**src/rtl/div_unit.sv**
```systemverilog
// Multi-cycle restoring divider for the execute stage: quotient on lo, remainder on hi.
// Holds the pipeline via stall_div while iterating and presents the result for one cycle.
module div_unit #(
  parameter int WIDTH = 32
) (
  input  logic             clk,
  input  logic             rst,
  input  logic             start,
  input  logic             signed_div,
  input  logic [WIDTH-1:0] a,
  input  logic [WIDTH-1:0] b,
  input  logic             annul,
  output logic             stall_div,
  output logic             ready,
  output logic [WIDTH-1:0] hi,
  output logic [WIDTH-1:0] lo
);

  localparam int CW = $clog2(WIDTH + 1);

  typedef enum logic [1:0] {IDLE, BUSY, DONE} state_t;

  state_t           state_reg, state_next;
  logic [CW-1:0]    cnt_reg;
  logic [WIDTH-1:0] quot_reg, rem_reg, dvsr_reg;
  logic [WIDTH-1:0] hi_reg, lo_reg;
  logic             neg_q_reg, neg_r_reg;

  logic             a_neg, b_neg, last;
  logic [WIDTH-1:0] a_mag, b_mag;
  logic [WIDTH:0]   shifted, diff;
  logic             q_bit;
  logic [WIDTH-1:0] rem_step, quot_step, lo_fix, hi_fix;

  // Operands are reduced to magnitudes; signs are reapplied on the final iteration.
  assign a_neg = signed_div & a[WIDTH-1];
  assign b_neg = signed_div & b[WIDTH-1];
  assign a_mag = a_neg ? (~a + 1'b1) : a;
  assign b_mag = b_neg ? (~b + 1'b1) : b;

  // The partial remainder stays below the divisor, so the top bit of diff is the borrow.
  assign shifted   = {rem_reg, quot_reg[WIDTH-1]};
  assign diff      = shifted - {1'b0, dvsr_reg};
  assign q_bit     = ~diff[WIDTH];
  assign rem_step  = q_bit ? diff[WIDTH-1:0] : shifted[WIDTH-1:0];
  assign quot_step = {quot_reg[WIDTH-2:0], q_bit};
  assign lo_fix    = neg_q_reg ? (~quot_step + 1'b1) : quot_step;
  assign hi_fix    = neg_r_reg ? (~rem_step + 1'b1) : rem_step;
  assign last      = (cnt_reg == CW'(WIDTH - 1));

  always_comb begin
    state_next = state_reg;
    stall_div  = 1'b0;
    ready      = 1'b0;
    case (state_reg)
      IDLE: begin
        stall_div = start & ~annul;
        if (start && !annul)
          state_next = (b == '0) ? DONE : BUSY;
      end
      BUSY: begin
        stall_div = ~annul;
        if (annul)
          state_next = IDLE;
        else if (last)
          state_next = DONE;
      end
      DONE: begin
        ready      = 1'b1;
        state_next = IDLE;
      end
      default: state_next = IDLE;
    endcase
  end

  always_ff @(posedge clk) begin
    if (rst) begin
      state_reg <= IDLE;
      cnt_reg   <= '0;
      quot_reg  <= '0;
      rem_reg   <= '0;
      dvsr_reg  <= '0;
      neg_q_reg <= 1'b0;
      neg_r_reg <= 1'b0;
      hi_reg    <= '0;
      lo_reg    <= '0;
    end else begin
      state_reg <= state_next;
      case (state_reg)
        IDLE: begin
          if (start && !annul) begin
            if (b == '0) begin
              hi_reg <= a;
              lo_reg <= '1;
            end else begin
              quot_reg  <= a_mag;
              rem_reg   <= '0;
              dvsr_reg  <= b_mag;
              cnt_reg   <= '0;
              neg_q_reg <= signed_div & (a[WIDTH-1] ^ b[WIDTH-1]);
              neg_r_reg <= signed_div & a[WIDTH-1];
            end
          end
        end
        BUSY: begin
          if (!annul) begin
            quot_reg <= quot_step;
            rem_reg  <= rem_step;
            cnt_reg  <= cnt_reg + 1'b1;
            // Results land on the final iteration edge so they are valid throughout DONE.
            if (last) begin
              hi_reg <= hi_fix;
              lo_reg <= lo_fix;
            end
          end
        end
        default: ;
      endcase
    end
  end

  assign hi = hi_reg;
  assign lo = lo_reg;

endmodule

```
**config.mk**
```make
export PLATFORM = sky130hd
export DESIGN_NAME = div_unit
export DESIGN_NICKNAME = d
export VERILOG_FILES = /design/src/rtl/div_unit.sv
export SDC_FILE = /design/constraint.sdc
export NUM_CORES = 1
export LEC_CHECK = 0
export ABC_AREA = 1
export CORE_MARGIN = 3
export CORE_UTILIZATION = 40
export DETAILED_ROUTE_END_ITERATION = 6
export GPL_TIMING_DRIVEN = 0
export SETUP_SLACK_MARGIN = 0.02
export SYNTH_ARGS = -nofsm -noshare
export SYNTH_HDL_FRONTEND = slang
export SYNTH_SLANG_ARGS = --single-unit
```
**constraint.sdc**
```tcl
create_clock -name clk -period 4.5 [get_ports clk]
set_clock_uncertainty 0.1 [all_clocks]
set_input_delay 1.35 -clock clk [delete_from_list [all_inputs] [get_ports clk]]
set_output_delay 1.35 -clock clk [all_outputs]
set_load 0.01 [all_outputs]
```
==> Word-level counts from Yosys, hierarchy flattened <==
Cells that the tools add are included.
W data, S select, Z words.
{ "classes": {"add_sub_neg": 6, "eq_ne": 9, "muxes": 34, "bitwise": 12, "n_reduce_logical": 9} }
{ "ops": {"columns": ["op", "n"], "rows": [
  ["$mux W32", 19],
  ["$pmux W32 S2", 4],
  ["$add A32 B1 Y32 const B", 4],
  ["$not A32 Y32", 4],
  ["$sub A33 B32 Y33", 1],
  ["$logic_not A32 Y1", 1],
  ["$mux W6", 3],
  ["$pmux W6 S2", 1],
  ["$ne A2 B2 Y1 const B", 5],
  ["$mux W2", 4],
  ["$add A6 B1 Y6 const B", 1],
  ["$eq A6 B5 Y1 const B", 1],
  ["$reduce_and A5 Y1", 1],
  ["$and A1 B1 Y1", 4],
  ["$pmux W2 S2", 1],
  ["$reduce_and A4 Y1", 1],
  ["$ne A3 B3 Y1 const B", 1],
  ["$not A1 Y1", 3],
  ["$reduce_and A3 Y1", 1],
  ["$eq A2 B1 Y1 const B", 1],
  ["$eq A2 B2 Y1 const B", 1],
  ["$logic_not A2 Y1", 1],
  ["$pmux W1 S2", 1],
  ["$reduce_and A2 Y1", 1],
  ["5 further kinds", 5]
]} }
{ "word_totals": {"reg_bits": 170, "input_bits": 69, "output_inout_bits": 66} }

==> Logic depth before layout (Yosys ltp) <==
Gate-level depths: netlist of the first run.
{ "logic_depth": {"depth_word": 8, "mapped_depth": 28, "ltp_nobuf": 27} }

==> Worst setup path after synthesis of the first run <==
OpenSTA, ideal clock, no wires.
{ "synth_timing": {"path_type": "flip-flop to flip-flop", "startpoint": "register quot_reg[31]", "endpoint": "register lo_reg[30] (netlist: lo[30])", "arrival_ns": 3.925, "t_required_ns": 4.280, "setup_slack_ns": 0.355, "stages_incl_launch_ff": 29, "path_buffers": 1, "path_cell_list": "dfxtp_1 inv_1 ha_1 fa_1 inv_1 nand2_1 nand2_1 nand3_1 nand2_1 nand2_1 nand2_2 nand2_2 nand2_2 nand2_4 nand2_4 buf_6 ha_1 inv_1 nor3_1 nand2_1 nor3_1 nand3_1 nor4_1 a31oi_1 a21oi_1 o21ai_0 a21oi_1 xor2_1 a21oi_1"} }
{ "synth_via": {"elab_chain_len": 8} }
{ "synth_lines": {"columns": ["item", "line_no", "text"], "rows": [
  ["start: declaration", "25", "logic [WIDTH-1:0] quot_reg, rem_reg, dvsr_reg;"],
  ["start signal: assignment", "96", "quot_reg <= a_mag;"],
  ["start signal: assignment", "107", "quot_reg <= quot_step;"],
  ["$sub A33 B32 Y33", "43", "assign diff = shifted - {1'b0, dvsr_reg};"],
  ["$not A1 Y1", "44", "assign q_bit = ~diff[WIDTH];"],
  ["$not A32 Y32", "47", "assign lo_fix = neg_q_reg ? (~quot_step + 1'b1) : quot_step;"],
  ["$add A32 B1 Y32", "47", null],
  ["$mux W32", "47", null],
  ["$mux W32", "111", "if (last) begin"],
  ["$mux W32", "106", "if (!annul) begin"],
  ["$pmux W32 S2", "89", "case (state_reg)"],
  ["end signal: assignment", "113", "lo_reg <= lo_fix;"],
  ["end: declaration", "26", "logic [WIDTH-1:0] hi_reg, lo_reg;"]
]} }
Every way passes these cells. The select of a mux whose other input is x is not followed.
A chain may end at the register's enable or synchronous reset.

==> Worst setup path after layout of the first run <==
{ "layout_timing": {"startpoint": "input b[1]", "endpoint": "register quot_reg[8]"} }
{ "layout_via": {"elab_chain_len": 3} }
{ "layout_lines": {"columns": ["item", "line_no", "text"], "rows": [
  ["start: declaration", "11", "input logic [WIDTH-1:0] b,"],
  ["$logic_not A32 Y1", "92", "if (b == '0) begin"],
  ["$ne A2 B2 Y1 (no line)", null, null],
  ["$reduce_and A4 Y1 (no line)", null, null]
]} }
Every way passes these cells.

==> impl_results.md, run 1 <==
- Ys async rst share: 0
- Seq/Total Area, Yosys: 0.266
- Worst-Skew Late Latency: 0.46 ns
- Vias in the first global route: 14000
- # DRC: 8
- Gate count of the mapped netlist: 2115
- Clock tree buffer depth: 2
- Most common cell in the netlist: nand2_1
- Min-Delay Path Class: register to register
- Most crowded layer after global routing: met1
- Antenna violations before repair: 0
- Status: finished with violations
- Top delay family on crit path: buffers and inverters
- Setup TNS Final: 0 ns
- First-pass GRT wire length: 84200 um
- Rel. slew slack: 0.322
- Cell row count: 64
- Port bufs: 133
- DR vias: 15300
- TritonCTS clock tree: done
- Worst-path maximum fanout: 10
- Reg clk slew, reported paths: 0.07 ns
- Number of distinct library cells after synthesis: 52
- TritonRoute pass-1 iters: 7
- Met3 usage: 0.0609
- Die height: 185 um
- Slowest stage delay, CP: 0.65 ns
- Synth top cells by count: nand2_1 (550), inv_1 (265), a21oi_1 (210)
- Syn_nets: 2222
- Top post-synthesis cells by area: dfxtp_1 (27%), nand2_1 (16%), a21oi_1 (8.2%)
- Placer congestion estimate: 0.986
- Fmax: 227 MHz
- Clk sinks: 170
- Slowest stage cell, crit path: a2111oi_0
- Final period utilization: 0.978
- Pwr Density: 289 nW/um^2
- Avg WL per Cell: 21.1 um
- Mean post-synth cell area: 6.05 um^2
- Critical path, cell by cell: clkdlybuf4s50_1 > inv_1 > ha_1 > nand2_1 > nor2_1 > nand2_1 > nor2_1 > nand4_1 > inv_1 > nor2_1 > inv_1 > a21oi_1 > inv_2 > clkbuf_1 > a2111oi_0 > a211oi_1
- Final cell count without fillers: 2689
- DP HPWL: 45500 um
- Initial Util: 0.412
- CTS Hold Buffers Added: 0
- PnR Total Power: 4.48 mW
- Post-Place Setup Slack: -1.21 ns
- Slew @ Worst Pin: 1.02 ns
- Crit end category: register
- Drt initial violations: 1700
- Pleak: 6.95 nW
- Peak VDD IR: 292 uV
- Violated checks: design-rule violations
- Crit Path Category: primary input to register
- Yosys warns: 0
- Synth Cell Area: 12800 um^2
- Layout cells sized above 1: 0.0663
- Worst setup SP type: primary input
- RSZ-0062 raised after global routing: yes
- CP required: 4.68 ns
- Yosys top cell area share: 0.266
- Width of the die: 185 um
- Final wirelength: 56800 um
- All-Layer GR Usage: 0.327
- Vias per inst: 5.69
- Synth-to-layout area growth: 21.0%
- Yosys reg bits: 170
- Core area: 31100 um^2
- Number of flops mapped to enable cells by yosys: 0
- CTS H-tree depth: 4
- Crit path DAT: 4.58 ns
- Ant. Diodes: 0
- Grt met2 use: 0.470
- Die ar.: 34200 um^2
- Cell total after placement: 2644
- Cts bufs inserted: 17
- Setup ws final: 0.0982 ns
- Clock Tree Root: clkbuf_16
- Count of final setup violators: 0
- Post-route ant nets: 0
- Post-layout net count: 2388
- Worst path buffer plus inverter count: 6
- Max Slew Vio Count: 0
- Count of final hold-check violations: 0
- I/O pins: 135
- Max-cap violations: 0
- Cell taking the most area after synthesis: dfxtp_1
- Synth Flop Type: dfxtp_1
- Largest net degree at the start of global routing: 19
- Fillers: 3282
- Fin crit period: 4.40 ns
- GR Overflow Total: 0
- Met1 usage: 0.490
layout by cell type (no fill, tap or decap), drive strengths merged, types with 18 or more instances in the layout:
cell             n
ha              37
nor3            32
nor4            18
nand2          579
xor2            32
a31oi           34
o21ai          153
clkdlybuf4s50  133
xnor2           27
inv            269
nor2           202
nand4           31
clkbuf         102
buf             27
nand3          136
dfxtp          170
a21oi          214
cells by family (layout without fill, tap and decap cells):
| kind of cell | Yosys count | in the layout | synth area share |
|---|---|---|---|
| buffers and inverters | 360 | 538 | 0.110 |
| DFF | 170 | 170 | 0.266 |
| adders and majority gates | 38 | 38 | 0.0377 |
| and+or+nand+nor | 1018 | 1018 | 0.342 |
| xor gates and xnor gates | 59 | 59 | 0.0404 |
| AOI/OAI and AO/OA | 470 | 470 | 0.204 |
worst paths after layout:
kind	depth (start not counted)	from	slack [ns]	end
worst max-delay path	16	b[1]	0.1	quot_reg[8]
worst min-delay path	2	lo[27]	0.36	lo[27]
worst max register to register	27	quot_reg[31]	0.21	lo[30]
worst min register to register	2	lo[27]	0.36	lo[27]
final cells by class:
cell class / instances / area (um^2) / area share
Sequential cell: 170 / 3410 / 0.220
Clock inverter: 7 / 90.1 / 0.00581
Clock buffer: 24 / 492 / 0.0317
Multi-Input combinational cell: 1585 / 8170 / 0.527
Inverter: 269 / 1010 / 0.0651
Tap cell: 396 / 495 / 0.0320
Buffer: 90 / 387 / 0.0249
Timing Repair Buffer: 148 / 1450 / 0.0934
power by group:
| part | total (mW) | internal, mW | switching, mW |
|---|---|---|---|
| registers | 1.63 | 1.57 | 0.0625 |
| logic | 1.33 | 0.422 | 0.903 |
| clock network | 1.52 | 0.871 | 0.651 |
| total | 4.48 | 2.86 | 1.62 |
metrics by stage:
| step | area (um^2) | hold slack, ns | utilization |
|---|---|---|---|
| 5_1_grt | 15500 | 0.384 | 0.499 |
| 3_3_place_gp | 14600 | 0.352 | 0.471 |
| 4_1_cts | 15300 | 0.365 | 0.493 |
| 6_report | 15500 | 0.363 | 0.499 |
| 3_5_place_dp | 14600 | 0.355 | 0.471 |
| 2_1_floorplan | 12800 | 0.330 | - |
worst register-to-register path: cells and delay by family, from the launching register on:
| family | cells | cell delay [ns] |
|---|---|---|
| flip-flops | 1 | 0.39 |
| AO/OA/AOI/OAI | 5 | 0.75 |
| AND/OR/NAND/NOR | 15 | 1.79 |
| adder cells (fa/ha/maj) | 3 | 0.72 |
| XOR/XNOR | 1 | 0.20 |
| buffers and inverters | 3 | 0.22 |
routing by layer:
metal | vias up | wire length (um)
met1 | 7109 | 26400
met4 | 0 | 1690
li1 | 7299 | -
met2 | 776 | 22900
met3 | 105 | 5760
met5 | - | 0
what timing repair did:
item                       4_1_cts  5_1_grt
setup endpoints to repair       39       40
gates resized for setup         22       26
buffers inserted                 4       11
gates cloned                     0        0
pin swaps                        8       12
Power figures use the tool's default switching activity.
==> run 2: changes to the inputs <==
PLACE_DENSITY = 0.72   (was default)
==> impl_results.md, run 2 (synthesized netlist as in run 1, its figures left out) <==
- Count of final setup violators: 0 (unchanged)
- Multi-input gate area: 8130 um^2 (-0.49%)
- Drt initial violations: 1826 (+7.4%)
- Sw Share: 0.384 (+0.0230)
- TritonRoute pass-1 iters: 6 (-1)
- Rel. slew slack: 0.274 (-0.0483)
- Clock Tree Root: clkbuf_16
- Die ar.: 34200 um^2 (unchanged)
- First-pass GRT wire length: 79500 um (-5.6%)
- P_sw: 1.70 mW (+5.0%)
- Final wirelength: 52800 um (-7.1%)
- Slew @ Worst Pin: 1.09 ns (+0.0724 ns)
- Die height: 185 um (unchanged)
- TritonCTS clock tree: done
- Final period utilization: 0.959 (-0.0192)
- Initial Util: 0.412 (unchanged)
- I/O pins: 135 (unchanged)
- Peak VDD IR: 273 uV (-6.6%)
- Fin crit period: 4.32 ns (-0.0864 ns)
- Core area: 31100 um^2 (unchanged)
- RSZ-0062 raised after global routing: no
- Setup ws final: 0.185 ns (+0.0864 ns)
- Reg clk slew, reported paths: 0.08 ns (about the same)
- Post-route ant nets: 0 (unchanged)
- Antenna violations before repair: 2 (+2)
- Most frequent cells in the layout: nand2_1 (548), inv_1 (265), a21oi_1 (209)
- CTS H-tree depth: 4 (unchanged)
- Worst setup SP type: primary input
- Avg WL per Cell: 19.7 um (-6.7%)
- Crit Path Category: primary input to register
- Cell row count: 64 (unchanged)
- Comb power frac: 0.288 (-0.008)
- Min-Delay Path Class: register to register
- GR Overflow Total: 0 (unchanged)
- Vias in the first global route: 14100 (+0.57%)
- Max-cap violations: 0 (unchanged)
- Worst-path maximum fanout: 10 (unchanged)
- Synth-to-layout area growth: 20.1%
- Port bufs: 133 (unchanged)
- PnR Total Power: 4.42 mW (-1.3%)
- Clock tree buffer depth: 2 (unchanged)
- Pwr Density: 287 nW/um^2 (-0.56%)
- Internal power: 2.72 mW (-4.9%)
- Count of final hold-check violations: 0 (unchanged)
- Largest net degree at the start of global routing: 19 (unchanged)
- Post-Place Setup Slack: -0.881 ns (+0.334 ns)
- DP HPWL: 41300 um (-9.2%)
- Pleak: 6.90 nW (-0.73%)
- Fillers: 3273 (-0.27%)
- DR vias: 15300 (+0.15%)
- # DRC: 0 (-8)
- Status: finished, final reports clean
- Leading cell type in the layout, fill and taps excluded: nand2_1
- Layout cells sized above 1: 0.0574 (-0.00891)
- Post-layout net count: 2378 (-0.42%)
- Worst-Skew Late Latency: 0.45 ns (about the same)
- Vias per inst: 5.72 (+0.52%)
- Seq. cell area: 3410 um^2 (unchanged)
- Ant. Diodes: 0 (unchanged)
- Fmax: 232 MHz (+2.0%)
- CP required: 4.77 ns (+0.09 ns)
- Crit end category: register
- Clk sinks: 170 (unchanged)
- All-Layer GR Usage: 0.300 (-0.0266)
- Crit path DAT: 4.58 ns (about the same)
- Width of the die: 185 um (unchanged)
- Clock share of power: 0.344 (+0.004)
- Sequential Power Share: 0.368 (+0.003)
- Placer congestion estimate: 1.07 (+8.4%)
- Cts bufs inserted: 17 (unchanged)
- Max Slew Vio Count: 0 (unchanged)
==> run 2: cell count changes in the layout (fill, tap and decap cells not counted), moves of 3 or more <==
cell and delta:
clkinv_2 -3, nor2_2 -4, clkbuf_8 -4, nor2_1 +4, clkinv_4 +4, inv_8 +6, clkbuf_1 -3, buf_4 -10
==> run 2: critical path, cell delays in order <==
cell and delay [ns]:
clkdlybuf4s50_1 0.43, inv_1 0.09, ha_1 0.19, nand2_1 0.07, nor2_1 0.13, nand2_1 0.11, nor2_1 0.23, nand4_1 0.18
inv_1 0.12, a21oi_1 0.12, nor2_4 0.32, inv_2 0.19, clkbuf_1 0.36, a21oi_1 0.32, o21ai_1 0.18, a21oi_1 0.16
==> run 2: worst paths after layout <==
path / startpoint / end / slack (ns) / cells past startpoint
worst max-delay path: b[0] / hi[10] / 0.18 / 16
worst min-delay path: lo[17] / lo[17] / 0.36 / 2
worst min register to register: lo[17] / lo[17] / 0.36 / 2
worst max register to register: quot_reg[31] / lo[30] / 0.30 / 27
==> run 2: per-stage QoR <==
stage	cells	instance area, um^2	hold WS, ns	utilization	setup TNS, ns
floorplan	2115	12800	0.330	-	0
global placement	2644	14600	0.354	0.471	-29.66
detailed placement	2644	14600	0.356	0.471	-33.49
CTS	2676	15300	0.368	0.492	0
global route	2679	15400	0.386	0.495	0
finish	2679	15400	0.365	0.495	0
==> run 2: power groups by stage <==
stage,logic [mW],registers [mW],clock network (mW)
after floorplan,0.788,1.64,0
after global placement,1.19,1.65,0
after detailed placement,1.20,1.66,0
after CTS,1.22,1.62,1.51
after global routing,1.39,1.63,1.57
final,1.27,1.63,1.52
==> run 2: metal layers <==
layer  global-route usage  up-vias  part of all wire
met1                0.399     6939              0.42
li1                     -     7301                 -
met4                0.135        0             0.049
met2                0.472      902              0.43
met5                    0        -                 0
met3               0.0595      170              0.11
==> run 2: area by class of cell <==
cell class / count / area share
multi-input combinational: 1585 / 0.529
sequential: 170 / 0.222
timing repair buffer: 138 / 0.0893
inverter: 269 / 0.0657
tap: 396 / 0.0322
clock buffer: 17 / 0.0277
buffer: 90 / 0.0251
clock inverter: 14 / 0.00984
==> run 2: repair_timing <==
item	CTS	global route
hold buffers	0	0
gates resized for setup	16	21
endpoints found under the setup margin	44	39
pin swaps	6	8
gates cloned	0	0
setup buffers	2	3
==> run 3: changes to the inputs <==
TNS_END_PERCENT = 30   (was default)
==> impl_results.md, run 3 (synthesized netlist as in run 1, its figures left out) <==
- Cell total after placement: 2644 (unchanged)
- RSZ-0062 raised after global routing: yes
- Cell row count: 64 (unchanged)
- Antenna violations before repair: 2 (unchanged)
- Pwr Density: 287 nW/um^2 (about the same)
- Width of the die: 185 um (unchanged)
- Final period utilization: 1.00 (+0.0430)
- DR vias: 15300 (+0.033%)
- Clock Tree Root: clkbuf_16
- Leading cell type in the layout, fill and taps excluded: nand2_1
- Layout cells sized above 1: 0.0569 (-0.000438)
- Most frequent cells in the layout: nand2_1 (548), inv_1 (265), a21oi_1 (209)
- Ant. Diodes: 0 (unchanged)
- Reg clk slew, reported paths: 0.09 ns (about the same)
- All-Layer GR Usage: 0.300 (unchanged)
- Vias per inst: 5.72 (about the same)
- Port bufs: 133 (unchanged)
- Rel. slew slack: 0.272 (-0.00187)
- Violated checks: negative setup slack
- Slew @ Worst Pin: 1.09 ns (+0.00281 ns)
- Post-route cell area: 15400 um^2 (about the same)
- Fmax: 222 MHz (-4.3%)
- Crit path DAT: 4.71 ns (+0.13 ns)
- Setup ws final: -0.00893 ns (-0.194 ns)
- Worst-path maximum fanout: 10 (unchanged)
- Synth-to-layout area growth: 20.1% (about the same)
- Crit end category: register
- TritonRoute pass-1 iters: 6 (unchanged)
- Fin crit period: 4.51 ns (+0.194 ns)
- Clock tree buffer depth: 2 (unchanged)
- M1 WL: 22000 um (+0.20%)
- Clk sinks: 170 (unchanged)
- GR Overflow Total: 0 (unchanged)
- Drt initial violations: 1827 (+0.055%)
- PnR Total Power: 4.42 mW (-0.11%)
- Placed cell areas: 14600 um^2 (unchanged)
- CTS H-tree depth: 4 (unchanged)
- Core area: 31100 um^2 (unchanged)
- Worst-Skew Late Latency: 0.45 ns (about the same)
- Worst hold start: lo[17]
- Met2 WL post-DR: 22500 um (-0.17%)
- Top Metal Used: met4
- I/O pins: 135 (unchanged)
- Reg-to-reg slack, setup: 0.30 ns (about the same)
- Largest net degree at the start of global routing: 19 (unchanged)
- Worst setup SP type: primary input
- Die height: 185 um (unchanged)
- Post-layout net count: 2378 (unchanged)
- # DRC: 0 (unchanged)
- Slowest stage delay, CP: 0.69 ns (+0.26 ns)
- Post-route ant nets: 0 (unchanged)
- Final cell count without fillers: 2679 (unchanged)
- First-pass GRT wire length: 79500 um (unchanged)
- Die ar.: 34200 um^2 (unchanged)
- Placer congestion estimate: 1.07 (unchanged)
- TritonCTS clock tree: done
- Cts bufs inserted: 17 (unchanged)
- Count of final setup violators: 3 (+3)
- Crit Path Category: primary input to register
- Fillers: 3274 (+0.031%)
- CTS Hold Buffers Added: 0 (unchanged)
- Critical path startpoint: b[0]
- Initial Util: 0.412 (unchanged)
- Metal3 WL: 5610 um (-1.2%)
- Avg WL per Cell: 19.7 um (about the same)
- CP required: 4.70 ns (-0.07 ns)
- Status: finished with violations
- Vias in the first global route: 14100 (unchanged)
- Max-cap violations: 0 (unchanged)
- Max Slew Vio Count: 0 (unchanged)
- Worst hold path cell count: 2 (unchanged)
- Capturing point of the worst reg2reg path: lo[30]
- Peak VDD IR: 273 uV (+0.28%)
- Worst Hold End: lo[17]
- Reg2Reg Depth: 27 (unchanged)
- Critical path, cell by cell: clkdlybuf4s50_1 > inv_1 > ha_1 > nand2_1 > nor2_1 > nand2_1 > nor2_1 > nand4_1 > inv_1 > nor2_1 > inv_1 > a21oi_1 > clkbuf_1 > clkbuf_1 > a31oi_1
- Slowest stage cell, crit path: clkbuf_1
- Min-Delay Path Class: register to register
- DP HPWL: 41300 um (unchanged)
- Hold Slack: 0.365 ns (-0.0000140 ns)
- Count of final hold-check violations: 0 (unchanged)
- Pleak: 6.90 nW (about the same)
- RR Startpoint: quot_reg[31]
- Final wirelength: 52700 um (about the same)
==> run 3: metrics by stage <==
step                       util  setup WS (ns)  TNS (ns)
after floorplan               -          0.355         0
after global placement    0.471         -0.801    -29.66
after detailed placement  0.471         -0.881    -33.49
after CTS                 0.492         0.0221         0
after global routing      0.495        -0.0808    -0.341
final                     0.495       -0.00893   -0.0171
==> run 3: critical path, delay by kind of cell <==
kind / cells / cell delay, ns
buffers and inverters: 6 / 1.95
adders and majority gates: 1 / 0.23
and+or+nand+nor: 6 / 0.55
AOI/OAI and AO/OA: 2 / 0.64
==> run 3: timing repair <==
item,CTS,global route
setup endpoints to repair,44,39
cloned,0,0
pin swaps,6,8
setup buffers,2,3
resized for setup,16,19
==> run 3: worst max-delay path by stage <==
stage                         endpoint  slack, ns
after CTS                       lo[30]       0.02
after floorplan                 lo[30]       0.35
final                     quot_reg[29]     -0.009
after global routing       quot_reg[5]      -0.08
after detailed placement        lo[30]      -0.88
after global placement          lo[30]      -0.80
==> run 3: final cells by class <==
cell class / count / area [um^2] / share of cell area
plain buffers: 90 / 385 / 0.0251
clock buffers: 17 / 425 / 0.0277
clock inverters: 14 / 151 / 0.00985
inverters: 269 / 1010 / 0.0657
multi-input cells: 1585 / 8130 / 0.529
flip-flops and latches: 170 / 3410 / 0.222
well taps: 396 / 495 / 0.0322
repair buffers: 138 / 1370 / 0.0893
==> run 3: metal layers <==
metal	GRT usage	vias to the layer above
met1	0.399	6943
met4	0.135	0
met2	0.472	905
met3	0.0595	167
li1	-	7302
met5	0	-
==> run 3: report_power, final <==
group | leakage [nW] | internal, mW | switching, mW
clock | 0.281 | 0.742 | 0.775
sequential | 1.38 | 1.57 | 0.0581
combinational | 5.23 | 0.412 | 0.860
